`config.mk`:
```
export PLATFORM = sky130hd
export DESIGN_NAME = xbar_banks_pea_bb_pipe
export DESIGN_NICKNAME = d
export VERILOG_FILES = /design/src/rtl/xbar_banks_pea_bb_pipe.sv
export SDC_FILE = /design/constraint.sdc
export NUM_CORES = 1
export LEC_CHECK = 0
export ABC_AREA = 1
export CAP_MARGIN = 40
export CORE_AREA = 2 2 135 137
export DETAILED_ROUTE_END_ITERATION = 12
export DIE_AREA = 0 0 137 139
export MAX_ROUTING_LAYER = met4
export PLACE_DENSITY = 0.81
export SKIP_LAST_GASP = 1
export SYNTH_ARGS = -nofsm -noshare
export SYNTH_HDL_FRONTEND = slang
export SYNTH_SLANG_ARGS = --single-unit
```
`constraint.sdc`:
```
create_clock -name clk_i -period 2.19 [get_ports clk_i]
set_input_delay 0.438 -clock clk_i [delete_from_list [all_inputs] [get_ports clk_i]]
set_output_delay 0.438 -clock clk_i [all_outputs]
set_load 0.01 [all_outputs]
```
`src/rtl/xbar_banks_pea_bb_pipe.sv`:
```
// Banks<->PE-array crossbar basic block: one bank->PE and one PE->bank lane,
// each a registered selector mux followed by a valid-tracked pipeline.

module xbar_banks_pea_bb_lane #(
  parameter int unsigned N_SRC      = 4,
  parameter int unsigned N_BITS     = 32,
  parameter int unsigned PIPE_DEPTH = 2,
  parameter int unsigned SEL_W      = 2
) (
  input  logic                    clk,
  input  logic                    rst_n,
  input  logic                    stall,
  input  logic                    flush,
  input  logic [SEL_W-1:0]        sel,
  input  logic [N_SRC*N_BITS-1:0] data_i,
  input  logic [N_SRC-1:0]        valid_i,
  output logic [N_BITS-1:0]       data_o,
  output logic                    valid_o
);

  logic [N_SRC-1:0]  hit;
  logic [N_BITS-1:0] acc [N_SRC+1];
  logic [N_BITS-1:0] mux_dat;
  logic              mux_vld;

  logic [N_BITS-1:0] dat_q [PIPE_DEPTH];
  logic              vld_q [PIPE_DEPTH];

  // One-hot decode OR-reduced; a selector with no matching source yields 0/invalid.
  assign acc[0] = '0;
  for (genvar g = 0; g < N_SRC; g++) begin : g_src
    assign hit[g]   = (sel == SEL_W'(g));
    assign acc[g+1] = acc[g] | (hit[g] ? data_i[g*N_BITS +: N_BITS] : '0);
  end

  assign mux_dat = acc[N_SRC];
  assign mux_vld = |(hit & valid_i);

  for (genvar s = 0; s < PIPE_DEPTH; s++) begin : g_stage
    logic [N_BITS-1:0] d_in;
    logic              v_in;

    if (s == 0) begin : g_head
      assign d_in = mux_dat;
      assign v_in = mux_vld;
    end else begin : g_body
      assign d_in = dat_q[s-1];
      assign v_in = vld_q[s-1];
    end

    always_ff @(posedge clk or negedge rst_n) begin
      if (!rst_n) begin
        vld_q[s] <= 1'b0;
        dat_q[s] <= '0;
      end else if (flush) begin
        vld_q[s] <= 1'b0;
      end else if (!stall) begin
        vld_q[s] <= v_in;
        dat_q[s] <= d_in;
      end
    end
  end

  assign data_o  = dat_q[PIPE_DEPTH-1];
  assign valid_o = vld_q[PIPE_DEPTH-1];

endmodule

module xbar_banks_pea_bb_pipe #(
  parameter int unsigned N_PE       = 4,
  parameter int unsigned N_BANKS    = 4,
  parameter int unsigned N_BITS     = 32,
  parameter int unsigned PIPE_DEPTH = 2,
  parameter int unsigned SEL_PE_W   = $clog2(N_PE),
  parameter int unsigned SEL_BK_W   = $clog2(N_BANKS)
) (
  input  logic                         clk_i,
  input  logic                         rst_n_i,
  input  logic                         cfg_we_i,
  input  logic [SEL_BK_W-1:0]          cfg_sel_dmem_pea_i,
  input  logic [SEL_PE_W-1:0]          cfg_sel_pea_dmem_i,
  input  logic                         cfg_commit_i,
  input  logic                         stall_i,
  input  logic                         flush_i,
  input  logic [N_PE*N_BITS-1:0]       out_pea_bb_i,
  input  logic [N_PE-1:0]              out_pea_valid_i,
  input  logic [N_BANKS*N_BITS-1:0]    out_dmem_bb_i,
  input  logic [N_BANKS-1:0]           out_dmem_valid_i,
  output logic [N_BITS-1:0]            in_pea_bb_o,
  output logic                         in_pea_valid_o,
  output logic [N_BITS-1:0]            in_dmem_bb_o,
  output logic                         in_dmem_valid_o,
  output logic [SEL_BK_W+SEL_PE_W-1:0] cfg_active_sel_o
);

  logic [SEL_BK_W-1:0] shd_bk, act_bk;
  logic [SEL_PE_W-1:0] shd_pe, act_pe;

  // Commit reads the pre-edge shadow, so a same-cycle write lands one commit later.
  always_ff @(posedge clk_i or negedge rst_n_i) begin
    if (!rst_n_i) begin
      shd_bk <= '0;
      shd_pe <= '0;
      act_bk <= '0;
      act_pe <= '0;
    end else begin
      if (cfg_commit_i) begin
        act_bk <= shd_bk;
        act_pe <= shd_pe;
      end
      if (cfg_we_i) begin
        shd_bk <= cfg_sel_dmem_pea_i;
        shd_pe <= cfg_sel_pea_dmem_i;
      end
    end
  end

  assign cfg_active_sel_o = {act_bk, act_pe};

  xbar_banks_pea_bb_lane #(
    .N_SRC      (N_BANKS),
    .N_BITS     (N_BITS),
    .PIPE_DEPTH (PIPE_DEPTH),
    .SEL_W      (SEL_BK_W)
  ) u_dmem_to_pea (
    .clk     (clk_i),
    .rst_n   (rst_n_i),
    .stall   (stall_i),
    .flush   (flush_i),
    .sel     (act_bk),
    .data_i  (out_dmem_bb_i),
    .valid_i (out_dmem_valid_i),
    .data_o  (in_pea_bb_o),
    .valid_o (in_pea_valid_o)
  );

  xbar_banks_pea_bb_lane #(
    .N_SRC      (N_PE),
    .N_BITS     (N_BITS),
    .PIPE_DEPTH (PIPE_DEPTH),
    .SEL_W      (SEL_PE_W)
  ) u_pea_to_dmem (
    .clk     (clk_i),
    .rst_n   (rst_n_i),
    .stall   (stall_i),
    .flush   (flush_i),
    .sel     (act_pe),
    .data_i  (out_pea_bb_i),
    .valid_i (out_pea_valid_i),
    .data_o  (in_dmem_bb_o),
    .valid_o (in_dmem_valid_o)
  );

endmodule

```
Word-level counts from Yosys, hierarchy flattened
Cells that the tools add are included.
- multiplexer cells: 16
- reduce and logical (&&, ||, !) cells: 5
- multipliers: 0
- shift operators: 0
- bitwise operators: 10
- div/mod/pow operators: 0
- $add $sub $neg: 0
- $lt $le $gt $ge: 0
- equality and inequality tests: 7
- operators by type and width (operator ; number):
    2-to-1 mux 32 bit ; 8
    OR 32 bit ; 6
    bitwise AND 4 bit ; 2
    equality test 2 bit (second input constant) ; 4
    2-to-1 mux 1 bit ; 8
    OR reduction 4 bit ; 2
    equality test 2 x 1 -> 1 bit (second input constant) ; 2
    zero test 2 bit ; 2
    inequality test 2 x 1 -> 1 bit (second input constant) ; 1
    NOT 1 bit ; 2
    AND reduction 2 bit ; 1
- memories: 0
- word-level logic and storage cells: 50
- memory bits (read-only): 0
- bits in latches: 0
- input port bits: 274
- bits in writable memories: 0
- flip-flop bits (word level): 140
- output and inout port bits: 70

Logic depth before layout (Yosys ltp)
Gate-level depths: netlist (run 1).
- depth after elaboration: 5
- mapped depth: 6
- gate-level depth less buffers: 5

Modules after synthesis
Synthesis (run 1) repeated with hierarchy kept, for this count alone.
- cells, all modules: 1042
- area total of the unflattened synthesis: 7337.0 µm²
- modules (own cells, without submodules) (module ; instances ; cells an instance ; seq. area each (µm²) ; area each (µm²)):
    xbar_banks_pea_bb_lane ; 2 ; 504 ; 1651.6 ; 3519.6
    xbar_banks_pea_bb_pipe ; 1 ; 34 ; 200.2 ; 297.8

Worst setup path after synthesis (run 1)
OpenSTA, ideal clock, no wires.
- path type: input to register
- from: input port flush_i
- to: register u_dmem_to_pea.dat_q (netlist bit u_dmem_to_pea.g_stage[1].d_in[13])
- library setup time: 117 ps
- slack: 976 ps
- required time: 2073 ps
- data arrival time: 1097 ps
- cell stages on the path: 6
- buffers on the path: 2
- cell sequence: nor2_4 -> buf_2 -> buf_4 -> nand2_1 -> nor2_1 -> nor2_1
- longest elaborated chain between the ends: 2
- RTL lines (what ; line ; source):
    from (decl) ; 84 ; input logic flush_i,
    NOT 1 bit (no line) ; -- ;
    AND reduction 2 bit (no line) ; -- ;
    to (signal, indexed assignment) ; 59 ; dat_q[s] <= d_in;
    to (decl) ; 26 ; logic [N_BITS-1:0] dat_q [PIPE_DEPTH];
Every way passes these cells.
A chain may end at the register's enable or synchronous reset.

Final worst setup path (run 1)
- from: register act_pe[1]
- to: output port cfg_active_sel_o[1]
- RTL lines (what ; line ; source):
    from (decl) ; 97 ; logic [SEL_PE_W-1:0] shd_pe, act_pe;
    from (signal assigned) ; 109 ; act_pe <= shd_pe;
    to (decl) ; 93 ; output logic [SEL_BK_W+SEL_PE_W-1:0] cfg_active_sel_o
No word-level cell between the ends.

==> results of run 1 <==
==> power by group <==
| part | leakage, nW | internal, mW | switching (mW) |
|---|---|---|---|
| Combinational | 3.23 | 1.33 | 1.28 |
| Clock | 0.270 | 1.60 | 1.03 |
| Sequential | 1.64 | 3.08 | 0.294 |
| Total | 5.14 | 6.01 | 2.61 |
==> path summary, 6_finish.rpt <==
path,startpoint,end,slack [ns],depth (start not counted)
setup / recovery,act_pe[1],cfg_active_sel_o[1],0.21,1
min in group asynchronous,rst_n_i,u_dmem_to_pea.g_stage[1].d_in[20],0.53,2
setup reg to reg,act_bk[0],u_dmem_to_pea.g_stage[1].d_in[24],0.58,5
max in group asynchronous,rst_n_i,u_dmem_to_pea.data_o[4],0.99,3
hold reg to reg,u_pea_to_dmem.data_o[1],u_pea_to_dmem.data_o[1],0.47,2
hold / removal,u_pea_to_dmem.data_o[1],u_pea_to_dmem.data_o[1],0.47,2
==> cells in the mapped netlist <==
cell type | number | area, µm²
a22o_1 | 2 | 17.5
buf_1 | 5 | 18.8
buf_2 | 35 | 175
buf_4 | 9 | 67.6
clkbuf_1 | 24 | 90.1
dfrtp_1 | 140 | 3500
inv_1 | 1 | 3.75
inv_2 | 5 | 18.8
mux2_2 | 4 | 45.0
nand2_1 | 334 | 1250
nand3_1 | 262 | 1310
nor2_1 | 193 | 724
nor2_2 | 2 | 12.5
nor2_4 | 1 | 11.3
o21ai_0 | 6 | 30.0
==> registers in the layout, indices dropped and copies added (netlist names) <==
signal / flops
shd_bk: 2
u_dmem_to_pea.g_stage.v_in: 1
u_pea_to_dmem.g_stage.d_in: 32
act_bk: 2
u_dmem_to_pea.valid_o: 1
u_pea_to_dmem.g_stage.v_in: 1
act_pe: 2
shd_pe: 2
u_dmem_to_pea.data_o: 32
u_dmem_to_pea.g_stage.d_in: 32
u_pea_to_dmem.data_o: 32
u_pea_to_dmem.valid_o: 1
==> per-stage QoR <==
step	power (mW)	utilization
after floorplan	4.54	-
after global placement	5.96	0.623
after detailed placement	6.03	0.623
after CTS	8.70	0.654
after global routing	9.10	0.654
final	8.61	0.654
==> final cells by class <==
| type | instances | share of cell area |
|---|---|---|
| Tap cell | 229 | 0.0248 |
| Multi-Input combinational cell | 804 | 0.295 |
| Clock inverter | 8 | 0.00596 |
| Antenna cell | 2 | 0.000433 |
| Inverter | 6 | 0.00195 |
| Clock buffer | 23 | 0.0405 |
| Sequential cell | 140 | 0.304 |
| Timing Repair Buffer | 374 | 0.328 |
==> logic make-up (layout without fill, tap and decap cells) <==
| group | after synthesis | after routing | synth area share |
|---|---|---|---|
| AOI/OAI and AO/OA | 8 | 8 | 0.00653 |
| other | 0 | 2 | 0 |
| muxes | 4 | 4 | 0.00618 |
| buffers and inverters | 79 | 411 | 0.0514 |
| DFF | 140 | 140 | 0.481 |
| and+or+nand+nor | 792 | 792 | 0.455 |
==> repair_timing <==
action | 4_1_cts | 5_1_grt
hold buffers | 1 | 0
setup endpoints to repair | 0 | 0
hold endpoints to repair | 19 | 0
==> per-layer routing <==
metal | global-route usage | part of all wire | vias up
met4 | 0.0928 | 0.020 | 0
met3 | 0.0720 | 0.082 | 36
met5 | - | 0 | -
met2 | 0.469 | 0.51 | 304
met1 | 0.296 | 0.39 | 3693
li1 | - | - | 3939
==> impl_results.md, run 1 <==
* Outcome: finished clean
* Share of the clock period used by the worst path after layout at 0.905
* Max_cap viols at 0
* Final WL at 25.2 mm
* # fillers at 1,545
* Final Slew Violations at 0
* Die area at 0.0190 mm²
* Initial standard-cell utilization of the core at 0.412
* Share of layout cells above drive strength 1 at 0.0546
* Max Root-Sink Buffers at 2
* Gate count after technology mapping at 1,023
* Number of different library cells in the post-synthesis netlist at 15
* Max stage delay on crit path at 0.61 ns
* Antenna violation net count after detailed routing at 0
* Synth Area per Inst at 7.12 µm²
* Critical path launch point type: register
* Synthesized cell area at 0.00728 mm²
* Grt total ovfl at 0
* Wire length of the first global-routing pass at 38.7 mm
* Count of routing violations after the opening detailed-route iteration at 421
* Slowest stage cell on the critical path: clkdlybuf4s50_1
* Warning count from the yosys run at 0
* Post-CTS setup buffer count at 0
* TritonCTS clock tree: built
* Clock latency on the worst-skew pair at 0.42 ns
* Core area at 0.0177 mm²
* Final instance area at 0.0115 mm²
* Actual transition at the worst max-transition pin at 0.714 ns
* Min Clock Period, post-route at 1.98 ns
* Worst slack after detailed placement at 0.225 ns
* Global placer's final weighted congestion at 0.879
* Routed WL per cell at 15.9 µm
* Total clock buffers created by CTS at 17
* Area of the multi-input gates at 0.00341 mm²
* Clock transition time at the flip-flop clock pins of the worst setup and hold paths at 0.06 ns
* DRT Pass-1 Iters at 7
* Vias after detailed routing at 7,972
* Part of the Yosys area used for sequential elements at 0.481
* Category of the worst setup path capture point: primary output
* Endpoint required time on the critical path at 1.75 ns
* Global-route usage over all layers at 0.270
* Area grow syn2layout at 58.5%
* Post-placement cell count at 1,552
* Maximum number of pins on one net before global-route repair at 67
* Hold violation total from the final report at 0
* Clk sinks at 140
* Post-Place Cell Area at 0.0110 mm²
* Peak supply drop at 0.546 mV
* Number of gates resized after CTS at 0
* Crit-path leading delay family: buffers and inverters
* Maximum fanout along the worst path at 10
* Number of port buffers at 343
* Nets at 1,617
* Ratio of routed vias to standard cells at 5.03
* Critical path cell sequence: clkdlybuf4s50_1
* I/O pin count at 344
* Number of DRC violations after detailed routing at 0
* Setup ws final at 0.208 ns
* Number of antenna violations at the first check in global routing at 2
* Clock tree root driver cell: clkbuf_16
* Leakage power at 5.14 nW
* Combined flip-flop and latch cell area at 0.00351 mm²
* Die H at 139 µm
* Fmax at 505 MHz
* Number of global-route vias before repair at 7,762
* Level count of the clock H-tree at 4
* Slew Limit Headroom at 0.524
* Final total negative setup slack at 0 ns
* Clock tree skew after final layout at 0.00649 ns
* Number of rows created at floorplan at 49
* Total power per unit cell area at 746 mW/mm²
* Setup violation total in the final timing report at 0
* Critical path type: register to primary output
* Number of buffer and inverter instances along the worst setup path at 1
* HP Class: register to register
* Fin cells at 1,586
* Syn_nets at 1,297
* HPWL after detailed placement at 18.7 mm
* RSZ-0062 raised after global routing: false
* Die Wd at 137 µm
* Most used cells in the layout excluding fill and tap cells: clkdlybuf4s50_1, nand2_1, nand3_1
* Most common cell after layout, fill and taps aside: clkdlybuf4s50_1
* #FFs+latches synth at 140
* Arrival time at the worst endpoint at 1.54 ns
* Min Hold Slack at 0.468 ns
(Power assumes the default switching activity.)
==> inputs of run 2 (changes only) <==
--- a/config.mk
+++ b/config.mk
@@ -7,11 +7,13 @@
 export LEC_CHECK = 0
 export ABC_AREA = 1
 export CAP_MARGIN = 40
-export CORE_AREA = 2 2 135 137
+export CELL_PAD_IN_SITES_DETAIL_PLACEMENT = 1
+export CELL_PAD_IN_SITES_GLOBAL_PLACEMENT = 2
+export CORE_MARGIN = 2
+export CORE_UTILIZATION = 23
 export DETAILED_ROUTE_END_ITERATION = 12
-export DIE_AREA = 0 0 137 139
 export MAX_ROUTING_LAYER = met4
-export PLACE_DENSITY = 0.81
+export PLACE_DENSITY_LB_ADDON = 0.1
 export SKIP_LAST_GASP = 1
 export SYNTH_ARGS = -nofsm -noshare
 export SYNTH_HDL_FRONTEND = slang
==> run 2 against run 1 <==
Against the previous run:
- maximum frequency decreased by 4.2%
- clock power increased by 22%
- sequential share of layout area decreased by 1.0 points
- via count increased by 0.13%
- register-to-register slack got worse by 0.12 ns
- routed wire length increased by 25%
- sequential power about the same
- die area increased by 74%
- power increased by 7.8%
- clock skew increased by 0.0057 ns
- global-route usage decreased by 7.0 points
- cell area increased by 3.5%
- critical endpoint unchanged
==> impl_results.md, run 2 (synthesis results as in run 1) <==
* Grt total ovfl at 0 (unchanged)
* Total clock buffers created by CTS at 17 (unchanged)
* Arrival time at the worst endpoint at 1.63 ns (+0.09 ns)
* Total power per unit cell area at 777 mW/mm² (+4.2%)
* Final Slew Violations at 0 (unchanged)
* Endpoint required time on the critical path at 1.75 ns (about the same)
* Final total negative setup slack at 0 ns (unchanged)
* Area grow syn2layout at 64.1%
* Slew Limit Headroom at 0.537 (+0.0136)
* Core area at 0.0314 mm² (+78%)
* Crit-path leading delay family: buffers and inverters
* Critical path launch point type: register
* Initial standard-cell utilization of the core at 0.232 (-0.180)
* Post-CTS setup buffer count at 0 (unchanged)
* Maximum fanout along the worst path at 12 (+2)
* Die area at 0.0331 mm² (+74%)
* Max_cap viols at 0 (unchanged)
* Clock network fraction of total power at 0.346 (+0.040)
* Count of routing violations after the opening detailed-route iteration at 339 (-19%)
* Switching share of total power at 0.311 (+0.00876)
* Die Wd at 182 µm (+33%)
* Maximum number of pins on one net before global-route repair at 67 (unchanged)
* Antenna violation net count after detailed routing at 0 (unchanged)
* Clock transition time at the flip-flop clock pins of the worst setup and hold paths at 0.06 ns (about the same)
* Slowest stage cell on the critical path: clkdlybuf4s50_1
* NetSw at 2.89 mW (+11%)
* Level count of the clock H-tree at 4 (unchanged)
* Worst slack after detailed placement at 0.282 ns (+0.0568 ns)
* Outcome: finished clean
* Relative contribution of sequential cells to total power at 0.365 (-0.026)
* Critical path cell sequence: clkdlybuf4s50_1
* HP Class: register to register
* Fmax at 484 MHz (-4.2%)
* Vias after detailed routing at 7,982 (+0.13%)
* Category of the worst setup path capture point: primary output
* Min Clock Period, post-route at 2.07 ns (+0.0866 ns)
* Leakage power at 5.22 nW (+1.4%)
* Most common cell after layout, fill and taps aside: clkdlybuf4s50_1
* Most used cells in the layout excluding fill and tap cells: clkdlybuf4s50_1, nand2_1, nand3_1
* HPWL after detailed placement at 23.1 mm (+23%)
* Global placer's final weighted congestion at 0.789 (-10%)
* Nets at 1,621 (+0.25%)
* Number of DRC violations after detailed routing at 0 (unchanged)
* Min Hold Slack at 0.468 ns (+0.000413 ns)
* Number of buffer and inverter instances along the worst setup path at 1 (unchanged)
* Die H at 182 µm (+31%)
* TritonCTS clock tree: built
* Ratio of routed vias to standard cells at 4.52 (-10%)
* Share of the clock period used by the worst path after layout at 0.944 (+0.0395)
* Actual transition at the worst max-transition pin at 0.693 ns (-0.0213 ns)
* Setup violation total in the final timing report at 0 (unchanged)
* Clock latency on the worst-skew pair at 0.44 ns (+0.02 ns)
* Number of global-route vias before repair at 8,602 (+11%)
* Max stage delay on crit path at 0.64 ns (+0.03 ns)
* Power Internal at 6.39 mW (+6.5%)
* Share of layout cells above drive strength 1 at 0.0610 (+0.00642)
* Hold violation total from the final report at 0 (unchanged)
* DRT Pass-1 Iters at 4 (-3)
* Peak supply drop at 0.516 mV (-5.5%)
* RSZ-0062 raised after global routing: false
* Combinational group share of total power at 0.290 (-0.013)
* Clk sinks at 140 (unchanged)
* Wire length of the first global-routing pass at 49.0 mm (+27%)
* Routed WL per cell at 17.8 µm (+12%)
* Final WL at 31.4 mm (+25%)
* I/O pin count at 344 (unchanged)
* Setup ws final at 0.122 ns (-0.0866 ns)
* Clock tree root driver cell: clkbuf_16
* Global-route usage over all layers at 0.200 (-0.0702)
* Clock tree skew after final layout at 0.0122 ns (+0.00574 ns)
* Max Root-Sink Buffers at 2 (unchanged)
* Number of antenna violations at the first check in global routing at 2 (unchanged)
* Critical path type: register to primary output
* Number of rows created at floorplan at 65 (+33%)
* Number of port buffers at 343 (unchanged)
## run 2: cell types whose count changed in the layout (fill, tap and decap cells not counted), moves of 3 or more
cell | before | now
clkinv_2 | 6 | 0
inv_6 | 0 | 5
buf_12 | 9 | 13
clkbuf_1 | 4 | 0
bufinv_16 | 1 | 4
clkinvlp_4 | 0 | 3
## run 2: power by group through the flow
stage	sequential (mW)	combinational, mW	clock, mW
floorplan	3.46	1.08	0
global placement	3.43	2.71	0
detailed placement	3.44	2.75	0
CTS	3.40	2.77	3.31
global route	3.46	2.99	3.45
finish	3.39	2.69	3.21
## run 2: area by class of cell
| class | count | area, µm² |
|---|---|---|
| Antenna cell | 2 | 5.00 |
| Tap cell | 402 | 503 |
| Clock inverter | 14 | 206 |
| Multi-Input combinational cell | 804 | 3410 |
| Clock buffer | 18 | 439 |
| Inverter | 6 | 22.5 |
| Sequential cell | 140 | 3510 |
| Fill cell | 3768 | 19400 |
| Timing Repair Buffer | 378 | 3860 |
## run 2: path summary, 6_finish.rpt
check,start,end,slack [ns],depth (start not counted)
min in group asynchronous,rst_n_i,u_pea_to_dmem.data_o[5],0.51,2
worst min register to register,u_dmem_to_pea.data_o[0],u_dmem_to_pea.data_o[0],0.47,2
worst max-delay path,act_pe[1],cfg_active_sel_o[1],0.12,1
worst max register to register,act_bk[1],u_dmem_to_pea.g_stage[1].d_in[31],0.46,6
worst min-delay path,u_dmem_to_pea.data_o[0],u_dmem_to_pea.data_o[0],0.47,2
max in group asynchronous,rst_n_i,u_pea_to_dmem.data_o[22],1.01,3
## run 2: worst min-delay path: cells and delay by family (launching register included)
kind,cells,cell delay [ns]
and+or+nand+nor,2,0.09
DFF,1,0.34
## run 2: repair_timing
item / in CTS / in global routing
endpoints found under the setup margin: 0 / 1
resized for setup: 0 / 1
hold buffers: 1 / 0
endpoints found under the hold margin: 41 / 0
## run 2: per-stage QoR
step                cell area [µm²]  instances   util  total power, mW
floorplan                      7280       1023      -             4.54
global placement              11300       1729  0.360             6.14
detailed placement            11300       1729  0.360             6.19
CTS                           11900       1762  0.381             9.47
global route                  12000       1764  0.381             9.90
finish                        12000       1764  0.381             9.29
## run 2: per-layer routing
metal / share of wire / routed length, µm / track usage
met5: 0 / 0 / -
met4: 0.0092 / 289 / 0.0445
met3: 0.071 / 2240 / 0.0570
met2: 0.47 / 14800 / 0.332
met1: 0.45 / 14100 / 0.241
==> inputs of run 3 (changes only) <==
==> constraint.sdc (replaced) <==
create_clock -name clk_i -period 2.19 [get_ports clk_i]
set_input_delay 0.3285 -clock clk_i [delete_from_list [all_inputs] [get_ports clk_i]]
set_output_delay 0.3285 -clock clk_i [all_outputs]
set_load 0.01 [all_outputs]
==> run 3 against run 2 <==
Against the previous run:
- global-route usage fell by 0.22 points
- critical path type unchanged
- hold slack got worse by 0.15 ns
- highest routed layer unchanged
- non-clock buffer count fell by 3
- flip-flop and latch count did not move
==> impl_results.md, run 3 (synthesis results as in run 1) <==
* Leakage power at 5.18 nW (-0.76%)
* Antenna violation net count after detailed routing at 0 (unchanged)
* Total Power at 9.21 mW (-0.81%)
* Number of DRC violations after detailed routing at 0 (unchanged)
* Number of buffer and inverter instances along the worst setup path at 1 (unchanged)
* Global placer's final weighted congestion at 0.791 (+0.24%)
* Die H at 182 µm (unchanged)
* Clock tree skew after final layout at 0.00794 ns (-0.00429 ns)
* Critical Path Stages at 1 (unchanged)
* DR top layer: met4
* Critical path launch point type: register
* Vias after detailed routing at 7,994 (+0.15%)
* Peak supply drop at 0.542 mV (+5.0%)
* Level count of the clock H-tree at 4 (unchanged)
* Slowest stage cell on the critical path: clkdlybuf4s50_1
* Clock latency on the worst-skew pair at 0.42 ns (-0.02 ns)
* Area grow syn2layout at 63.1%
* Final Slew Violations at 0 (unchanged)
* Setup violation total in the final timing report at 0 (unchanged)
* Routed metal-1 wire length at 13.8 mm (-2.1%)
* Post-CTS setup buffer count at 0 (unchanged)
* Routed WL per cell at 17.7 µm (-0.75%)
* Min Hold Slack at 0.319 ns (-0.149 ns)
* Number of antenna violations at the first check in global routing at 1 (-1)
* Capturing point of the worst reg2reg path: u_pea_to_dmem.g_stage[1].d_in[13]
* Share of the clock period used by the worst path after layout at 0.884 (-0.0605)
* DRT Pass-1 Iters at 4 (unchanged)
* Max Root-Sink Buffers at 2 (unchanged)
* Worst reg-to-reg setup slack at 0.61 ns (+0.15 ns)
* Max stage delay on crit path at 0.63 ns (about the same)
* Critical register-to-register path startpoint: act_pe[1]
* Die area at 0.0331 mm² (unchanged)
* Actual transition at the worst max-transition pin at 0.540 ns (-0.153 ns)
* Max_cap viols at 0 (unchanged)
* Category of the worst setup path capture point: primary output
* Hold buffers post-CTS at 1 (unchanged)
* Final WL at 31.2 mm (-0.92%)
* Number of global-route vias before repair at 8,343 (-3.0%)
* Global-route usage over all layers at 0.198 (-0.00223)
* Logic depth of the worst register-to-register path at 6 (unchanged)
* Number of gates resized after CTS at 0 (unchanged)
* RSZ-0062 raised after global routing: false
* Endpoint required time on the critical path at 1.86 ns (+0.11 ns)
* Fmax at 517 MHz (+6.8%)
* Slew Limit Headroom at 0.640 (+0.102)
* Number of port buffers at 343 (unchanged)
* Most used cells in the layout excluding fill and tap cells: clkdlybuf4s50_1, nand2_1, nand3_1
* TritonCTS clock tree: built
* Final total negative setup slack at 0 ns (unchanged)
* Grt total ovfl at 0 (unchanged)
* Clk sinks at 140 (unchanged)
* Worst slack after detailed placement at 0.261 ns (-0.0205 ns)
* Outcome: finished clean
* Nets at 1,618 (-0.19%)
* Critical path type: register to primary output
* Clock tree root driver cell: clkbuf_16
* Maximum fanout along the worst path at 13 (+1)
* Total clock buffers created by CTS at 17 (unchanged)
* Die Wd at 182 µm (unchanged)
* Setup ws final at 0.254 ns (+0.132 ns)
* Arrival time at the worst endpoint at 1.61 ns (-0.02 ns)
* Amount of wire on met2 after detailed routing at 14.7 mm (-0.84%)
* Min Clock Period, post-route at 1.94 ns (-0.132 ns)
* Most common cell after layout, fill and taps aside: clkdlybuf4s50_1
* Total power per unit cell area at 775 mW/mm² (-0.17%)
* HP Class: primary input to async pin
* Number of rows created at floorplan at 65 (unchanged)
* Hold violation total from the final report at 0 (unchanged)
* Share of layout cells above drive strength 1 at 0.0582 (-0.00281)
* Maximum number of pins on one net before global-route repair at 80 (+19%)
* Count of routing violations after the opening detailed-route iteration at 344 (+1.5%)
* Wire length of the first global-routing pass at 48.6 mm (-0.89%)
* Crit-path leading delay family: buffers and inverters
* Core area at 0.0314 mm² (unchanged)
* Amount of wire on met3 after detailed routing at 2.33 mm (+4.1%)
* HPWL after detailed placement at 23.0 mm (-0.38%)
* Ratio of routed vias to standard cells at 4.54 (+0.32%)
* Critical path cell sequence: clkdlybuf4s50_1
* Initial standard-cell utilization of the core at 0.232 (unchanged)
* Clock transition time at the flip-flop clock pins of the worst setup and hold paths at 0.06 ns (about the same)
* I/O pin count at 344 (unchanged)
## run 3: cell types whose count changed in the layout (fill, tap and decap cells not counted)
cell        previous run  this run
buf_12                13        10
clkinvlp_4             3         5
inv_6                  5         3
clkbuf_1               0         1
clkinv_2               0         1
clkinv_4               1         0
dfrtp_2                3         4
dfrtp_4                1         0
inv_8                  1         0
## run 3: worst max path at each step
stage          slack [ns]                           endpoint  startpoint
3_5_place_dp         0.26  u_pea_to_dmem.g_stage[1].d_in[14]     flush_i
2_1_floorplan        1.01  u_pea_to_dmem.g_stage[1].d_in[12]   act_pe[0]
3_3_place_gp         0.30  u_pea_to_dmem.g_stage[1].d_in[20]     flush_i
4_1_cts              0.21                cfg_active_sel_o[1]   act_pe[1]
6_report             0.25                cfg_active_sel_o[1]   act_pe[1]
5_1_grt              0.18                cfg_active_sel_o[1]   act_pe[1]
## run 3: area by class of cell
class                   instances  area (µm²)
fillers                      3743       19500
repair buffers                375        3800
flip-flops and latches        140        3510
multi-input cells             804        3410
well taps                     402         503
clock buffers                  19         443
clock inverters                13         189
inverters                       6        22.5
diodes                          2        5.00
## run 3: where the power goes
group,leakage (nW),switching (mW),internal (mW)
clock,0.293,1.22,1.95
sequential,1.64,0.302,3.07
combinational,3.24,1.32,1.35
## run 3: routing by layer
| layer | up-vias | global-route usage |
|---|---|---|
| met1 | 3764 | 0.241 |
| met4 | 0 | 0.0413 |
| met2 | 258 | 0.325 |
| met5 | - | - |
| li1 | 3950 | - |
| met3 | 22 | 0.0586 |
## run 3: per-stage QoR
step,std cells,cell area (µm²),util
after floorplan,1023,7280,-
after global placement,1726,11200,0.358
after detailed placement,1726,11200,0.358
after CTS,1759,11900,0.378
after global routing,1760,11900,0.378
final,1761,11900,0.378
